===== config.mk =====
export PLATFORM = sky130hd
export DESIGN_NAME = display_count_ctrl
export DESIGN_NICKNAME = d
export VERILOG_FILES = /design/src/rtl/display_count_ctrl.sv
export SDC_FILE = /design/constraint.sdc
export NUM_CORES = 1
export LEC_CHECK = 0
export ABC_AREA = 1
export ABC_CLOCK_PERIOD_IN_PS = 2910
export CAP_MARGIN = 20
export CORE_MARGIN = 2
export CORE_UTILIZATION = 62
export DETAILED_ROUTE_END_ITERATION = 10
export GPL_TIMING_DRIVEN = 0
export PLACE_DENSITY = 0.81
export SYNTH_ARGS = -nofsm -noshare
export SYNTH_HDL_FRONTEND = slang
export SYNTH_SLANG_ARGS = --single-unit

===== constraint.sdc =====
create_clock -name i_Clk -period 2.91 [get_ports i_Clk]
set_clock_uncertainty 0.05 [all_clocks]
set_input_delay 0.4365 -clock i_Clk [delete_from_list [all_inputs] [get_ports i_Clk]]
set_output_delay 0.4365 -clock i_Clk [all_outputs]
set_load 0.01 [all_outputs]

===== src/rtl/display_count_ctrl.sv =====
// Two-digit BCD count sequencer: manual inc/dec, auto up/down counting,
// and a timed blank/flash phase whenever the count wraps.
module display_count_ctrl #(
  parameter int unsigned TICK_CYCLES  = 25000000,
  parameter int unsigned BLINK_CYCLES = 6250000,
  parameter int unsigned DIGIT_MAX    = 9
) (
  input  logic       i_Clk,
  input  logic       i_Rst_L,
  input  logic       i_Inc_Pulse,
  input  logic       i_Dec_Pulse,
  input  logic       i_Mode_Pulse,
  output logic [3:0] o_Tens,
  output logic [3:0] o_Ones,
  output logic       o_Blank,
  output logic       o_Wrap,
  output logic [1:0] o_State
);

  localparam int unsigned TW          = $clog2(TICK_CYCLES);
  localparam int unsigned BLINK_TOTAL = 4 * BLINK_CYCLES;
  localparam int unsigned BW          = $clog2(BLINK_TOTAL);

  localparam logic [3:0]    DMAX       = 4'(DIGIT_MAX);
  localparam logic [TW-1:0] TICK_LAST  = TW'(TICK_CYCLES - 1);
  localparam logic [BW-1:0] BLINK_LAST = BW'(BLINK_TOTAL - 1);
  localparam logic [BW-1:0] BLINK_1    = BW'(BLINK_CYCLES);
  localparam logic [BW-1:0] BLINK_2    = BW'(2 * BLINK_CYCLES);
  localparam logic [BW-1:0] BLINK_3    = BW'(3 * BLINK_CYCLES);

  typedef enum logic [1:0] {
    MANUAL     = 2'd0,
    AUTO_UP    = 2'd1,
    AUTO_DOWN  = 2'd2,
    WRAP_FLASH = 2'd3
  } state_e;

  state_e        state_q, state_d;
  state_e        saved_q, saved_d;
  logic [TW-1:0] tick_q, tick_d;
  logic [BW-1:0] blink_q, blink_d;
  logic [3:0]    tens_q, tens_d;
  logic [3:0]    ones_q, ones_d;
  logic          blank_q, blank_d;
  logic          wrap_q, wrap_d;
  logic          step_up, step_dn;

  // State register and registered outputs
  always_ff @(posedge i_Clk or negedge i_Rst_L) begin
    if (!i_Rst_L) begin
      state_q <= MANUAL;
      saved_q <= MANUAL;
      tick_q  <= '0;
      blink_q <= '0;
      tens_q  <= '0;
      ones_q  <= '0;
      blank_q <= 1'b0;
      wrap_q  <= 1'b0;
    end else begin
      state_q <= state_d;
      saved_q <= saved_d;
      tick_q  <= tick_d;
      blink_q <= blink_d;
      tens_q  <= tens_d;
      ones_q  <= ones_d;
      blank_q <= blank_d;
      wrap_q  <= wrap_d;
    end
  end

  // Next-state, step selection, digit arithmetic and wrap handling
  always_comb begin
    state_d = state_q;
    saved_d = saved_q;
    tick_d  = tick_q;
    blink_d = blink_q;
    tens_d  = tens_q;
    ones_d  = ones_q;
    wrap_d  = 1'b0;
    blank_d = 1'b0;
    step_up = 1'b0;
    step_dn = 1'b0;

    case (state_q)
      MANUAL: begin
        if (i_Mode_Pulse) begin
          state_d = AUTO_UP;
          tick_d  = '0;
        end else if (i_Inc_Pulse && !i_Dec_Pulse) begin
          step_up = 1'b1;
        end else if (i_Dec_Pulse && !i_Inc_Pulse) begin
          step_dn = 1'b1;
        end
      end
      AUTO_UP, AUTO_DOWN: begin
        if (i_Mode_Pulse) begin
          state_d = (state_q == AUTO_UP) ? AUTO_DOWN : MANUAL;
          tick_d  = '0;
        end else if (tick_q == TICK_LAST) begin
          tick_d  = '0;
          step_up = (state_q == AUTO_UP);
          step_dn = (state_q == AUTO_DOWN);
        end else begin
          tick_d = tick_q + TW'(1);
        end
      end
      WRAP_FLASH: begin
        if (blink_q == BLINK_LAST) begin
          state_d = saved_q;
          tick_d  = '0;
          blink_d = '0;
        end else begin
          blink_d = blink_q + BW'(1);
        end
      end
      default: state_d = MANUAL;
    endcase

    if (step_up) begin
      if (tens_q == DMAX && ones_q == DMAX) begin
        tens_d = '0;
        ones_d = '0;
        wrap_d = 1'b1;
      end else if (ones_q < DMAX) begin
        ones_d = ones_q + 4'd1;
      end else begin
        ones_d = '0;
        tens_d = tens_q + 4'd1;
      end
    end else if (step_dn) begin
      if (tens_q == 4'd0 && ones_q == 4'd0) begin
        tens_d = DMAX;
        ones_d = DMAX;
        wrap_d = 1'b1;
      end else if (ones_q > 4'd0) begin
        ones_d = ones_q - 4'd1;
      end else begin
        ones_d = DMAX;
        tens_d = tens_q - 4'd1;
      end
    end

    // A wrap parks the current mode and starts the flash from blink count 0
    if (wrap_d) begin
      saved_d = state_q;
      state_d = WRAP_FLASH;
      blink_d = '0;
      tick_d  = '0;
    end

    blank_d = (state_d == WRAP_FLASH) &&
              ((blink_d < BLINK_1) || ((blink_d >= BLINK_2) && (blink_d < BLINK_3)));
  end

  assign o_Tens  = tens_q;
  assign o_Ones  = ones_q;
  assign o_Blank = blank_q;
  assign o_Wrap  = wrap_q;
  assign o_State = state_q;

endmodule


### Word-level counts from Yosys, hierarchy flattened

Index checks and enable logic that the tools add are counted.
Widths: inputs -> output; s select.

| operators by class | value |
|---|---|
| add/sub/neg operators | 6 |
| order comparisons | 5 |
| equality and inequality tests | 12 |
| muxes and demuxes | 42 |
| reduce and logical (&&, ||, !) cells | 16 |

Operators by type and width:

| kind | number |
|---|---|
| $mux 25 | 8 |
| $pmux 25 s3 | 1 |
| $add 25x1->25 const B | 2 |
| $eq 25x25->1 const B | 2 |
| $mux 4 | 12 |
| $ge 25x24->1 const B | 1 |
| $lt 25x23->1 const B | 1 |
| $lt 25x25->1 const B | 1 |
| $mux 1 | 13 |
| $ne 3x3->1 const B | 4 |
| $mux 2 | 5 |
| $add 4x1->4 const B | 2 |
| $eq 4x4->1 const B | 2 |
| $logic_not 4->1 | 2 |
| $sub 4x1->4 const B | 2 |
| $eq 2x2->1 const B | 3 |
| $logic_and 1x1->1 | 6 |
| $pmux 2 s3 | 1 |
| $gt 4x1->1 const B | 1 |
| $lt 4x4->1 const B | 1 |
| $pmux 1 s2 | 2 |
| $reduce_and 3->1 | 1 |
| $eq 2x1->1 const B | 1 |
| $logic_not 1->1 | 2 |
| other kinds (5) | 5 |

| word-level totals | value |
|---|---|
| flip-flop bits (word level) | 64 |
| output and inout port bits | 12 |
| word-level logic and storage cells | 89 |

### Longest topological paths before layout

| depth | value |
|---|---|
| depth after elaboration | 13 |
| depth in mapped cells | 21 |

### Worst setup path after synthesis

No wires, ideal clock.

| timing path | value |
|---|---|
| kind | flip-flop to flip-flop |
| start point | reg state_q[0], in the netlist o_State[0] |
| end point | reg tick_q[7] |
| library setup time | 0.127 ns |
| arrival time | 2.273 ns |
| required time | 2.733 ns |
| setup slack | 0.461 ns |
| cell stages (with the launch flop) | 18 |
| buffers on the path | 2 |
| period minus slack after synthesis | 2.449 ns |
| path through | dfrtp_1 -> inv_1 -> ha_1 -> nand2_1 -> inv_1 -> nand3_1 -> nand2_2 -> nand2_2 -> nand2_4 -> nand3_2 -> buf_6 -> nand2_1 -> inv_1 -> a21oi_4 -> inv_2 -> buf_6 -> o21ai_0 -> a21oi_1 |

| between the ends | value |
|---|---|
| longest elaborated chain between the ends | 8 |

Ends and longest elaborated chain:

| what | RTL line | text |
|---|---|---|
| start: declaration | 38 | `state_e state_q, state_d;` |
| start signal: assignment | 60 | `state_q <= state_d;` |
| $eq 2x2->1 | 84, 102 |  |
| $mux 1 | 99 | `end else if (tick_q == TICK_LAST) begin` |
| $mux 1 | 96 | `if (i_Mode_Pulse) begin` |
| $pmux 1 s2 | 84 | `case (state_q)` |
| $mux 1 | 130 | `end else if (step_dn) begin` |
| $mux 1 | 119 | `if (step_up) begin` |
| $ne 3x3->1 (no source line) | - |  |
| $reduce_and 2->1 (no source line) | - |  |
| end signal: assignment | 62 | `tick_q <= tick_d;` |
| end: declaration | 40 | `logic [TW-1:0] tick_q, tick_d;` |

Several ways; a longest one is shown, not always the timed one.
A chain may end at the register's enable or synchronous reset.

### Final worst setup path

| timing path | value |
|---|---|
| start point | reg tick_q[0] |
| end point | reg blank_q, in the netlist o_Blank |

| between the ends | value |
|---|---|
| longest elaborated chain between the ends | 11 |

Ends and longest elaborated chain:

| what | RTL line | text |
|---|---|---|
| $eq 25x25->1 * | 99 |  |
| $mux 1 | 99 |  |
| $mux 1 | 96 |  |
| $pmux 1 s2 | 84 |  |
| $mux 1 | 130 |  |
| $mux 1 * | 119 |  |
| $mux 25 | 144 | `if (wrap_d) begin` |
| $ge 25x24->1 or $lt 25x25->1 (tied branches) | 152 | `((blink_d < BLINK_1) \|\| ((blink_d >= BLINK_2) && (blink_d < BLINK_3)));` |
| $logic_and 1x1->1 | 152 |  |
| $logic_or 1x1->1 | 152 |  |
| $logic_and 1x1->1 * | 151 | `blank_d = (state_d == WRAP_FLASH) &&` |
| via blank_d | 44 | `logic blank_q, blank_d;` |
| end signal: assignment | 66 | `blank_q <= blank_d;` |
| end: declaration | 44 |  |

Mark *: on every way through the listed nets, which the timed path passes. The rest lies on a longest branch.

==> impl_metrics.ini <==
[synth]
syn_area_per_cell_um2 = 6.90
yosys_warnings = 0
synth_cell_type_count = 44
synth_area_um2 = 4480
synth-edff-count = 0
ys_async_sr_fraction = 1.00
ys.flop_type = dfrtp_1
synth_seq_cells = 64
synth_seq_area_share = 0.358
syn_inst = 649
syn-num-nets = 667

[job]
cap_violations = 0

[grt]
grt_pass1_vias = 4191
grt_max_degree = 65
grt_pass1_wl_um = 18500
overflow = 0
track_usage = 0.303
antenna_found_initial = 0

[place]
placed_cells = 761
place.gp.congestion = 0.912
numPortBuffers = 16
dp_hpwl_um = 8070

[cts]
clockBufferDepth = 2
clkTransAtPathRegs_ns = 0.07
cts_buffers = 9
cts_htree_levels = 3
insertion_delay_ns = 0.36
root_buffer = clkbuf_8
cts_sinks = 64
cts_tree = yes

[power]
power_leakage_nw = 2.58
peakVddDrop_mv = 0.635
power_density_nw_per_um2 = 683

[critical_path]
cp-end-kind = register
worstSetupPathType = register to register
critPathRequiredTime_ns = 3.15
ff2ff_path_depth = 19
crit-reg2reg-launch = tick_q[0]
crit_fanout = 10
setup.worst_path.start = tick_q[0]
start_kind = register
cp.arrival_ns = 2.98

[detailed_routing]
drc = 0
routed_wl_um = 11500
post_drt_wl_per_cell_um = 14.5
post_drt_via_cell_ratio = 5.53
first_iter_violations = 276
antenna_left = 0
vias = 4377
drtPass1Iterations = 6

[run_status]
status = complete, no violations

[timing]
setup_viol = 0
slew_viol_final = 0
tightest_slew_ns = 0.796
relSlewSlack = 0.470
min_period_over_period = 0.942
hold_viol_final = 0
tns_ns = 0
max_freq_mhz = 365
period_minus_slack_ns = 2.74

[floorplan]
fp.dieArea_um2 = 7920
start_util = 0.649
dieWidth_um = 89
core_area_um2 = 6910
io_pins = 17
die_y_um = 89
num_rows = 30

[layout]
syn_to_final_growth_pct = 17.3
antenna_cells = 0
finalNetCount = 710
drive_gt1_frac = 0.148
layout_common_cells = 140 x nand2_1, 117 x inv_1, 62 x nor2_1
fin_cells = 792
final_common_cell = nand2_1

[hold_path]
hp-class = input port to asynchronous set/reset pin
==> worst paths after layout <==
check                      slack [ns]          to
min in group i_Clk               0.44  saved_q[1]
max in group asynchronous        2.13  o_State[0]
hold reg to reg                  0.44  saved_q[1]
setup reg to reg                 0.17     o_Blank
hold / removal                   0.12   o_Tens[0]
setup / recovery                 0.17     o_Blank
==> cells in the mapped netlist, types with 2 or more instances <==
master    number  area (um^2)
nand3_1       43          215
xor2_1        11         96.3
buf_4          2         15.0
nand2_1      143          537
o22ai_1        4         25.0
nand4_1       15         93.8
nor2_2         7         43.8
nor2_1        73          274
xnor2_1        3         26.3
o211ai_1       3         22.5
nand3b_1       5         37.5
nor3b_1        2         15.0
nor4_1         6         37.5
ha_1          13          163
a31oi_1        3         18.8
nand3_2        2         20.0
inv_1        120          450
inv_2          3         11.3
a221oi_1       2         17.5
nor3_1        25          125
or2_2          3         18.8
o21a_1         2         15.0
buf_6          2         22.5
a22oi_1        2         15.0
o21ai_0       37          185
nor2_4         3         33.8
nand2_2        8         50.1
o21ai_2        2         17.5
a21oi_1       26          130
dfrtp_1       64         1600
buf_2          2         10.0
==> cells by family after synthesis <==
kind of cell,share of synthesized area
AOI/OAI and AO/OA,0.118
xor gates and xnor gates,0.0274
adders and majority gates,0.0363
buffers and inverters,0.117
DFF,0.358
and+or+nand+nor,0.344
==> metal layers <==
| metal | track usage | wire (um) | share of wire |
|---|---|---|---|
| met1 | 0.352 | 4740 | 0.41 |
| met2 | 0.550 | 5910 | 0.52 |
| met3 | 0.0508 | 473 | 0.041 |
| met4 | 0.133 | 342 | 0.030 |
| met5 | 0 | 0 | 0 |
==> flip-flops by register name (all words and copies together) (netlist names) <==
name	flops
blink_q	25
tick_q	25
o_Ones	4
o_Tens	4
o_State	2
saved_q	2
o_Blank	1
o_Wrap	1
==> stage by stage <==
step                      cell area [um^2]  utilization  hold slack, ns  total power [mW]  setup WS [ns]
after detailed placement              4760        0.689           0.428              2.49        -0.0297
after CTS                             4990        0.723           0.162              3.37         0.0219
after global routing                  5250        0.761           0.201              3.81        -0.0974
after global placement                4760        0.689           0.420              2.44         -0.724
after floorplan                       4480            -          0.0909              2.07          0.461
final                                 5250        0.761           0.120              3.59          0.169
==> what timing repair did <==
action,in CTS,in global routing
hold buffers,0,0
setup endpoints to repair,1,22
pin swaps,0,17
buffers inserted,0,17
gates resized for setup,4,40
==> worst max-delay path: stages, from the launching register on <==
cell     delay, ns
dfrtp_1       0.39
ha_2          0.19
nand2_1       0.08
nor2_4        0.17
nand2_1       0.11
nor2_4        0.12
nand3_2       0.09
nand2_4       0.12
nor2_2        0.06
nor2_4        0.16
nand3_2       0.12
buf_6         0.17
buf_8         0.14
nand2_1       0.08
nor2_1        0.06
nor3_2        0.23
nor2_2        0.07
nor2_2        0.08
nand2_1       0.07
a21oi_2       0.11
==> report_power, final <==
group,switching [mW],total (mW),internal (mW)
Clock,0.352,0.876,0.524
Combinational,0.840,1.48,0.636
Sequential,0.201,1.24,1.04
==> area by class of cell <==
type | instances | area [um^2]
Inverter | 123 | 464
Sequential cell | 64 | 1610
Timing Repair Buffer | 33 | 285
Multi-Input combinational cell | 455 | 2500
Tap cell | 96 | 120
Clock inverter | 3 | 65.1
Fill cell | 541 | 1650
Clock buffer | 12 | 155
Buffer | 6 | 57.6
Power figures use the tool's default switching activity.
